## src/rtl/uart_cmd_bridge_pkg.sv

```systemverilog
// Shared types and constants for the UART command bridge and its neighbours.
// Holds the RX/TX state encodings and the standard one-byte response codes.
package uart_cmd_pkg;

    typedef enum logic [1:0] {
        WAIT_HI = 2'd0,
        WAIT_LO = 2'd1,
        HOLD    = 2'd2
    } rx_state_t;

    typedef enum logic {
        TX_IDLE = 1'b0,
        TX_BUSY = 1'b1
    } tx_state_t;

    localparam logic [7:0] ACK = 8'hA5;
    localparam logic [7:0] NAK = 8'hEE;

endpackage

```

## src/rtl/uart_cmd_bridge_resp_tx_queue.sv

```systemverilog
// resp_tx_queue: transmit side of the UART command bridge.
// Aligns the send_resp strobe with the cycle in which resp is valid, launches
// bytes on the UART transmitter and keeps one response pending behind the one
// in flight. Responses arriving while both slots are occupied are dropped and
// flagged on the sticky tx_ovr output.
module resp_tx_queue #(
    parameter int RESP_DLY = 1
) (
    input  logic       clk,
    input  logic       rst,
    input  logic       send_resp,
    input  logic [7:0] resp,
    input  logic       tx_done,
    output logic       trmt,
    output logic [7:0] tx_data,
    output logic       resp_sent,
    output logic       tx_ovr
);
    import uart_cmd_pkg::*;

    tx_state_t  state_q, state_d;
    logic       req_dly_q, req_dly_d;
    logic       req_cap;
    logic       pend_vld_q, pend_vld_d;
    logic [7:0] pend_data_q, pend_data_d;
    logic [7:0] tx_data_q, tx_data_d;
    logic       trmt_q, trmt_d;
    logic       resp_sent_q, resp_sent_d;
    logic       tx_ovr_q, tx_ovr_d;

    // Delay the request strobe so it lines up with the cycle resp is valid.
    always_comb begin
        req_dly_d = send_resp;
        req_cap   = (RESP_DLY == 0) ? send_resp : req_dly_q;
    end

    // Transmit FSM: launch, complete, and manage the single pending slot.
    always_comb begin
        state_d     = state_q;
        pend_vld_d  = pend_vld_q;
        pend_data_d = pend_data_q;
        tx_data_d   = tx_data_q;
        trmt_d      = 1'b0;
        resp_sent_d = 1'b0;
        tx_ovr_d    = tx_ovr_q;

        case (state_q)
            TX_IDLE: begin
                if (req_cap) begin
                    tx_data_d = resp;
                    trmt_d    = 1'b1;
                    state_d   = TX_BUSY;
                end
            end
            TX_BUSY: begin
                if (tx_done) begin
                    resp_sent_d = 1'b1;
                    if (pend_vld_q) begin
                        tx_data_d = pend_data_q;
                        trmt_d    = 1'b1;
                        if (req_cap) begin
                            pend_data_d = resp;
                        end else begin
                            pend_vld_d = 1'b0;
                        end
                    end else if (req_cap) begin
                        tx_data_d = resp;
                        trmt_d    = 1'b1;
                    end else begin
                        state_d = TX_IDLE;
                    end
                end else if (req_cap) begin
                    if (!pend_vld_q) begin
                        pend_vld_d  = 1'b1;
                        pend_data_d = resp;
                    end else begin
                        tx_ovr_d = 1'b1;
                    end
                end
            end
            default: begin
                state_d = TX_IDLE;
            end
        endcase
    end

    // Register the transmit state; synchronous reset abandons everything.
    always_ff @(posedge clk) begin
        if (rst) begin
            state_q     <= TX_IDLE;
            req_dly_q   <= 1'b0;
            pend_vld_q  <= 1'b0;
            pend_data_q <= 8'h00;
            tx_data_q   <= 8'h00;
            trmt_q      <= 1'b0;
            resp_sent_q <= 1'b0;
            tx_ovr_q    <= 1'b0;
        end else begin
            state_q     <= state_d;
            req_dly_q   <= req_dly_d;
            pend_vld_q  <= pend_vld_d;
            pend_data_q <= pend_data_d;
            tx_data_q   <= tx_data_d;
            trmt_q      <= trmt_d;
            resp_sent_q <= resp_sent_d;
            tx_ovr_q    <= tx_ovr_d;
        end
    end

    assign trmt      = trmt_q;
    assign tx_data   = tx_data_q;
    assign resp_sent = resp_sent_q;
    assign tx_ovr    = tx_ovr_q;

endmodule

```

## src/rtl/uart_cmd_bridge.sv

```systemverilog
// uart_cmd_bridge: glue between the byte-level UART and the command block.
// RX side assembles {high, low} byte pairs into a 16-bit command and holds it
// until the consumer clears it; TX side lives in resp_tx_queue.
// Build option CMD_TIMEOUT_EN: when defined, a partial command is discarded
// (cmd_err pulse) if the low byte does not arrive within TIMEOUT cycles; when
// undefined, no counter exists and WAIT_LO waits indefinitely.
module uart_cmd_bridge #(
    parameter int TIMEOUT  = 1000000,
    parameter int TO_W     = $clog2(TIMEOUT + 1),
    parameter int RESP_DLY = 1
) (
    input  logic        clk,
    input  logic        rst,
    input  logic        rx_rdy,
    input  logic [7:0]  rx_data,
    output logic        clr_rx_rdy,
    output logic [15:0] cmd,
    output logic        cmd_rdy,
    input  logic        clr_cmd_rdy,
    input  logic        send_resp,
    input  logic [7:0]  resp,
    output logic        trmt,
    output logic [7:0]  tx_data,
    input  logic        tx_done,
    output logic        resp_sent,
    output logic        cmd_err,
    output logic        tx_ovr
);
    import uart_cmd_pkg::*;

    rx_state_t   rx_state_q, rx_state_d;
    logic [15:0] cmd_q, cmd_d;
    logic        cmd_rdy_q, cmd_rdy_d;
    logic        clr_prev_q, clr_prev_d;
    logic        clr_rx_rdy_c;
    logic        rx_take;
`ifdef CMD_TIMEOUT_EN
    logic [TO_W-1:0] to_cnt_q, to_cnt_d;
    logic            cmd_err_c;
`endif

    // RX FSM: consume bytes (never two cycles running), assemble and hold cmd.
    always_comb begin
        rx_state_d   = rx_state_q;
        cmd_d        = cmd_q;
        cmd_rdy_d    = cmd_rdy_q;
        clr_rx_rdy_c = 1'b0;
        rx_take      = rx_rdy && !clr_prev_q && !rst;
`ifdef CMD_TIMEOUT_EN
        to_cnt_d     = to_cnt_q;
        cmd_err_c    = 1'b0;
`endif

        case (rx_state_q)
            WAIT_HI: begin
                if (rx_take) begin
                    cmd_d[15:8]  = rx_data;
                    clr_rx_rdy_c = 1'b1;
                    rx_state_d   = WAIT_LO;
`ifdef CMD_TIMEOUT_EN
                    to_cnt_d     = '0;
`endif
                end
            end
            WAIT_LO: begin
                if (rx_take) begin
                    cmd_d[7:0]   = rx_data;
                    clr_rx_rdy_c = 1'b1;
                    cmd_rdy_d    = 1'b1;
                    rx_state_d   = HOLD;
                end else begin
`ifdef CMD_TIMEOUT_EN
                    if (to_cnt_q == TO_W'(TIMEOUT - 1)) begin
                        cmd_err_c  = !rst;
                        rx_state_d = WAIT_HI;
                    end else begin
                        to_cnt_d = to_cnt_q + TO_W'(1);
                    end
`endif
                end
            end
            HOLD: begin
                if (clr_cmd_rdy) begin
                    cmd_rdy_d  = 1'b0;
                    rx_state_d = WAIT_HI;
                end
            end
            default: begin
                rx_state_d = WAIT_HI;
            end
        endcase

        clr_prev_d = clr_rx_rdy_c;
    end

    // Register the RX state, assembled command and consume history.
    always_ff @(posedge clk) begin
        if (rst) begin
            rx_state_q <= WAIT_HI;
            cmd_q      <= 16'h0000;
            cmd_rdy_q  <= 1'b0;
            clr_prev_q <= 1'b0;
        end else begin
            rx_state_q <= rx_state_d;
            cmd_q      <= cmd_d;
            cmd_rdy_q  <= cmd_rdy_d;
            clr_prev_q <= clr_prev_d;
        end
    end

`ifdef CMD_TIMEOUT_EN
    // Inter-byte timeout counter, only present when the timeout is built in.
    always_ff @(posedge clk) begin
        if (rst) begin
            to_cnt_q <= '0;
        end else begin
            to_cnt_q <= to_cnt_d;
        end
    end

    assign cmd_err = cmd_err_c;
`else
    assign cmd_err = 1'b0;
`endif

    assign clr_rx_rdy = clr_rx_rdy_c;
    assign cmd        = cmd_q;
    assign cmd_rdy    = cmd_rdy_q;

    resp_tx_queue #(
        .RESP_DLY (RESP_DLY)
    ) u_resp_tx_queue (
        .clk       (clk),
        .rst       (rst),
        .send_resp (send_resp),
        .resp      (resp),
        .tx_done   (tx_done),
        .trmt      (trmt),
        .tx_data   (tx_data),
        .resp_sent (resp_sent),
        .tx_ovr    (tx_ovr)
    );

endmodule

```

## config.mk

```make
export PLATFORM = sky130hd
export DESIGN_NAME = uart_cmd_bridge
export DESIGN_NICKNAME = d
export VERILOG_FILES = /design/src/rtl/uart_cmd_bridge_pkg.sv /design/src/rtl/uart_cmd_bridge_resp_tx_queue.sv /design/src/rtl/uart_cmd_bridge.sv
export SDC_FILE = /design/constraint.sdc
export NUM_CORES = 1
export LEC_CHECK = 0
export ABC_AREA = 1
export BUFFER_PORTS_ARGS = -buffer_cell sky130_fd_sc_hd__buf_2
export CAP_MARGIN = 20
export CORE_MARGIN = 2
export CORE_UTILIZATION = 27
export DETAILED_ROUTE_END_ITERATION = 10
export GPL_TIMING_DRIVEN = 1
export PLACE_DENSITY = 0.58
export SKIP_LAST_GASP = 1
export SLEW_MARGIN = 25
export SYNTH_ARGS = -nofsm -noshare
export SYNTH_HDL_FRONTEND = slang
export SYNTH_HIERARCHICAL = 1
export SYNTH_SLANG_ARGS = --single-unit
```

## constraint.sdc

```tcl
create_clock -name clk -period 1.45 [get_ports clk]
set_input_delay 0 -clock clk [delete_from_list [all_inputs] [get_ports clk]]
set_output_delay 0 -clock clk [all_outputs]
set_load 0.01 [all_outputs]
```

==> flow_metrics.py <==
metrics = {
    "run_status": {
        "run_status": "complete, no violations",
    },
    "clock_tree": {
        "htree_num_levels": 2,
        "cts_buffer_depth": 2,
        "clkSinkCount": 42,
        "cts_tree": "built",
        "insertion_delay_ns": 0.30,
        "root_buffer": "clkbuf_8",
        "cts-resized-gates": 0,
        "ctsHoldBuffers": 11,
        "post_cts_buffers": 0,
        "cts_made_buffers": 5,
        "path_clk_slew_ns": 0.08,
    },
    "logic_synthesis": {
        "avgSynthCellArea_um2": 6.99,
        "syn-num-nets": 289,
        "synth.area.top_cells": "dfxtp_1 (45%), nand2_1 (15%), nor2_1 (9.7%)",
        "synth_edf_count": 0,
        "ys_types": 21,
        "synth_ff_type": "dfxtp_1",
        "synthArstFlopShare_pct": 0,
        "synth-seq-area-share_pct": 45.0,
        "netlist_instances": 267,
        "yosysTopAreaCellShare_pct": 45.0,
        "synth_most_common_cell": "nand2_1",
        "ys_ff_latch": 42,
        "yosys.area.top_type": "dfxtp_1",
        "ys_warn_count": 6,
        "synth_area_um2": 1870,
        "ys_top_cells_by_count": "nand2_1 (77), nor2_1 (48), dfxtp_1 (42)",
    },
    "worst_setup_path": {
        "cp_max_fo": 18,
        "reg2reg_from": "clr_prev_q",
        "crit_path_start_kind": "flip-flop",
        "cp_common_cell": "nand2_1",
        "reg2regPathDepth": 6,
        "cpMaxStageDelayCell": "nor2_4",
        "endpoint_kind": "flip-flop",
        "path_cells": "inv_1, nand2_1, nor2_4, nand3_1, nand2_1, nor2_1",
        "cp.arrival_ns": 1.38,
        "cpPeakStageDelay_ns": 0.32,
        "worst-setup-path-type": "flip-flop to flip-flop",
        "required_ns": 1.64,
        "startpoint": "clr_prev_q",
    },
    "die": {
        "num_rows": 30,
        "core-area_um2": 6760,
        "die_w_um": 87.2,
        "initial_core_util_pct": 27.6,
        "ios": 52,
        "die_area_um2": 7600,
        "fp.dieH_um": 87.2,
    },
    "final_layout": {
        "fin_cells": 412,
        "layout.nets": 353,
        "area_delta_synth_final_pct": 29.2,
        "drive_gt1_share_pct": 24.1,
        "diodes": 0,
    },
    "timing": {
        "finalSetupViolCount": 0,
        "whs_ns": 0.0340,
        "fin_skew_ns": 0.00925,
        "period_minus_slack_ns": 1.19,
        "finalMaxSlewViolations": 0,
        "fmax_mhz": 839,
        "rsz0062_at_grt": "false",
        "tns_ns": 0,
        "fin_crit_sh_pct": 82.2,
        "worst_slack_ns": 0.258,
        "hold_viol_final": 0,
    },
    "detailed_routing": {
        "drt_drc_violations_left": 0,
        "viasPerCell": 4.21,
        "wl_per_cell_um": 9.83,
        "antenna_left": 0,
        "drt-initial-drc-count": 61,
        "wl_um": 4050,
        "vias": 1736,
        "dr.pass1.iters": 4,
    },
    "grt": {
        "grt_max_degree": 19,
        "grt_pass1_vias": 1574,
        "grt-ovfl-total": 0,
        "grt_first_pass_wirelength_um": 6920,
        "antenna_found_initial": 0,
        "grt_usage_pct": 11.5,
    },
    "worst_hold_path": {
        "min-delay-start": "rx_data[4]",
        "hold_class": "primary input to flip-flop",
        "min_path_cells": 5,
    },
    "power": {
        "intPower_uw": 1860,
        "leakage_uw": 0.00126,
        "p_clk_share_pct": 37.2,
        "p_seq_share_pct": 49.7,
        "power_density_nw_per_um2": 1030,
        "pwr-share-comb_pct": 13.1,
        "p_sw_share_pct": 25.4,
        "irDropWorstVdd_mv": 0.446,
        "switchingPower_uw": 631,
    },
    "placed_design": {
        "numPortBuffers": 50,
        "place_ws_ns": 0.283,
        "place_inst": 393,
        "hpwl_um": 2940,
        "place_congestion": 0.782,
    },
    "job": {
        "cap_violations": 0,
    },
}
critical path, delay by kind of cell (launching register included):
kind,cells,cell delay [ns]
AND/OR/NAND/NOR,5,0.69
flip-flops,1,0.30
buffers and inverters,1,0.09
routing by layer:
metal / wire, um / GRT usage, % / share of wire, % / vias to the layer above
li1: - / - / - / 938
met1: 1890 / 14.0 / 47 / 748
met2: 1870 / 19.0 / 46 / 44
met3: 239 / 3.98 / 5.9 / 6
met4: 48 / 3.50 / 1.2 / 0
met5: 0 / 0 / 0 / -
metrics by stage:
step	total power (uW)	utilization [%]	cell area, um2
2_1_floorplan	1460	-	1870
3_3_place_gp	1570	32.4	2190
3_5_place_dp	1570	32.4	2190
4_1_cts	2540	35.7	2410
5_1_grt	2630	35.7	2410
6_report	2490	35.7	2410
power groups by stage:
stage,sequential (uW),combinational (uW),clock (uW)
3_5_place_dp,1260,307,0
4_1_cts,1240,330,971
5_1_grt,1240,370,1010
6_report,1240,325,925
3_3_place_gp,1260,306,0
2_1_floorplan,1280,176,0
sequential cells by signal, indices dropped and copies added (netlist names):
name	count
clr_prev_q	1
cmd	16
cmd_rdy	1
rx_state_q	2
u_resp_tx_queue/pend_data_q	8
u_resp_tx_queue/pend_vld_q	1
u_resp_tx_queue/req_cap	1
u_resp_tx_queue/resp_sent	1
u_resp_tx_queue/state_q	1
u_resp_tx_queue/trmt	1
u_resp_tx_queue/tx_data	8
u_resp_tx_queue/tx_ovr	1
cells by family (layout without fill, tap and decap cells):
kind of cell / after synthesis / in the layout / synth area share [%]
AOI/OAI and AO/OA: 15 / 15 / 4.16
buffers and inverters: 44 / 109 / 10.3
DFF: 42 / 42 / 45.0
other: 1 / 1 / 0.201
and+or+nand+nor: 165 / 165 / 40.3
placed cells by master, fill, tap and decap left out, types with 4 or more instances in the layout:
cell type      netlist  final
nand2_1             77     77
buf_2                3     50
nor2_1              48     48
dfxtp_1             42     42
inv_1               31     31
nand3_1             25     25
dlygate4sd3_1        0     11
o21ai_0              9      9
nor2_2               6      6
clkbuf_8             0      5
inv_2                4      4
a21oi_1              4      4
final cells by class:
cell class                      count  area [um2]
Fill cell                         730        4350
Sequential cell                    42         841
Multi-Input combinational cell    181         833
Timing Repair Buffer               64         383
Inverter                           37         144
Tap cell                           80         100
Clock buffer                        6        72.6
Clock inverter                      2        37.5
path summary, 6_finish.rpt:
check	to	slack, ns
setup / recovery	cmd[13]	0.26
hold / removal	cmd[4]	0.03
setup reg to reg	cmd[13]	0.26
hold reg to reg	cmd_rdy	0.47
(Power assumes the default switching activity.)
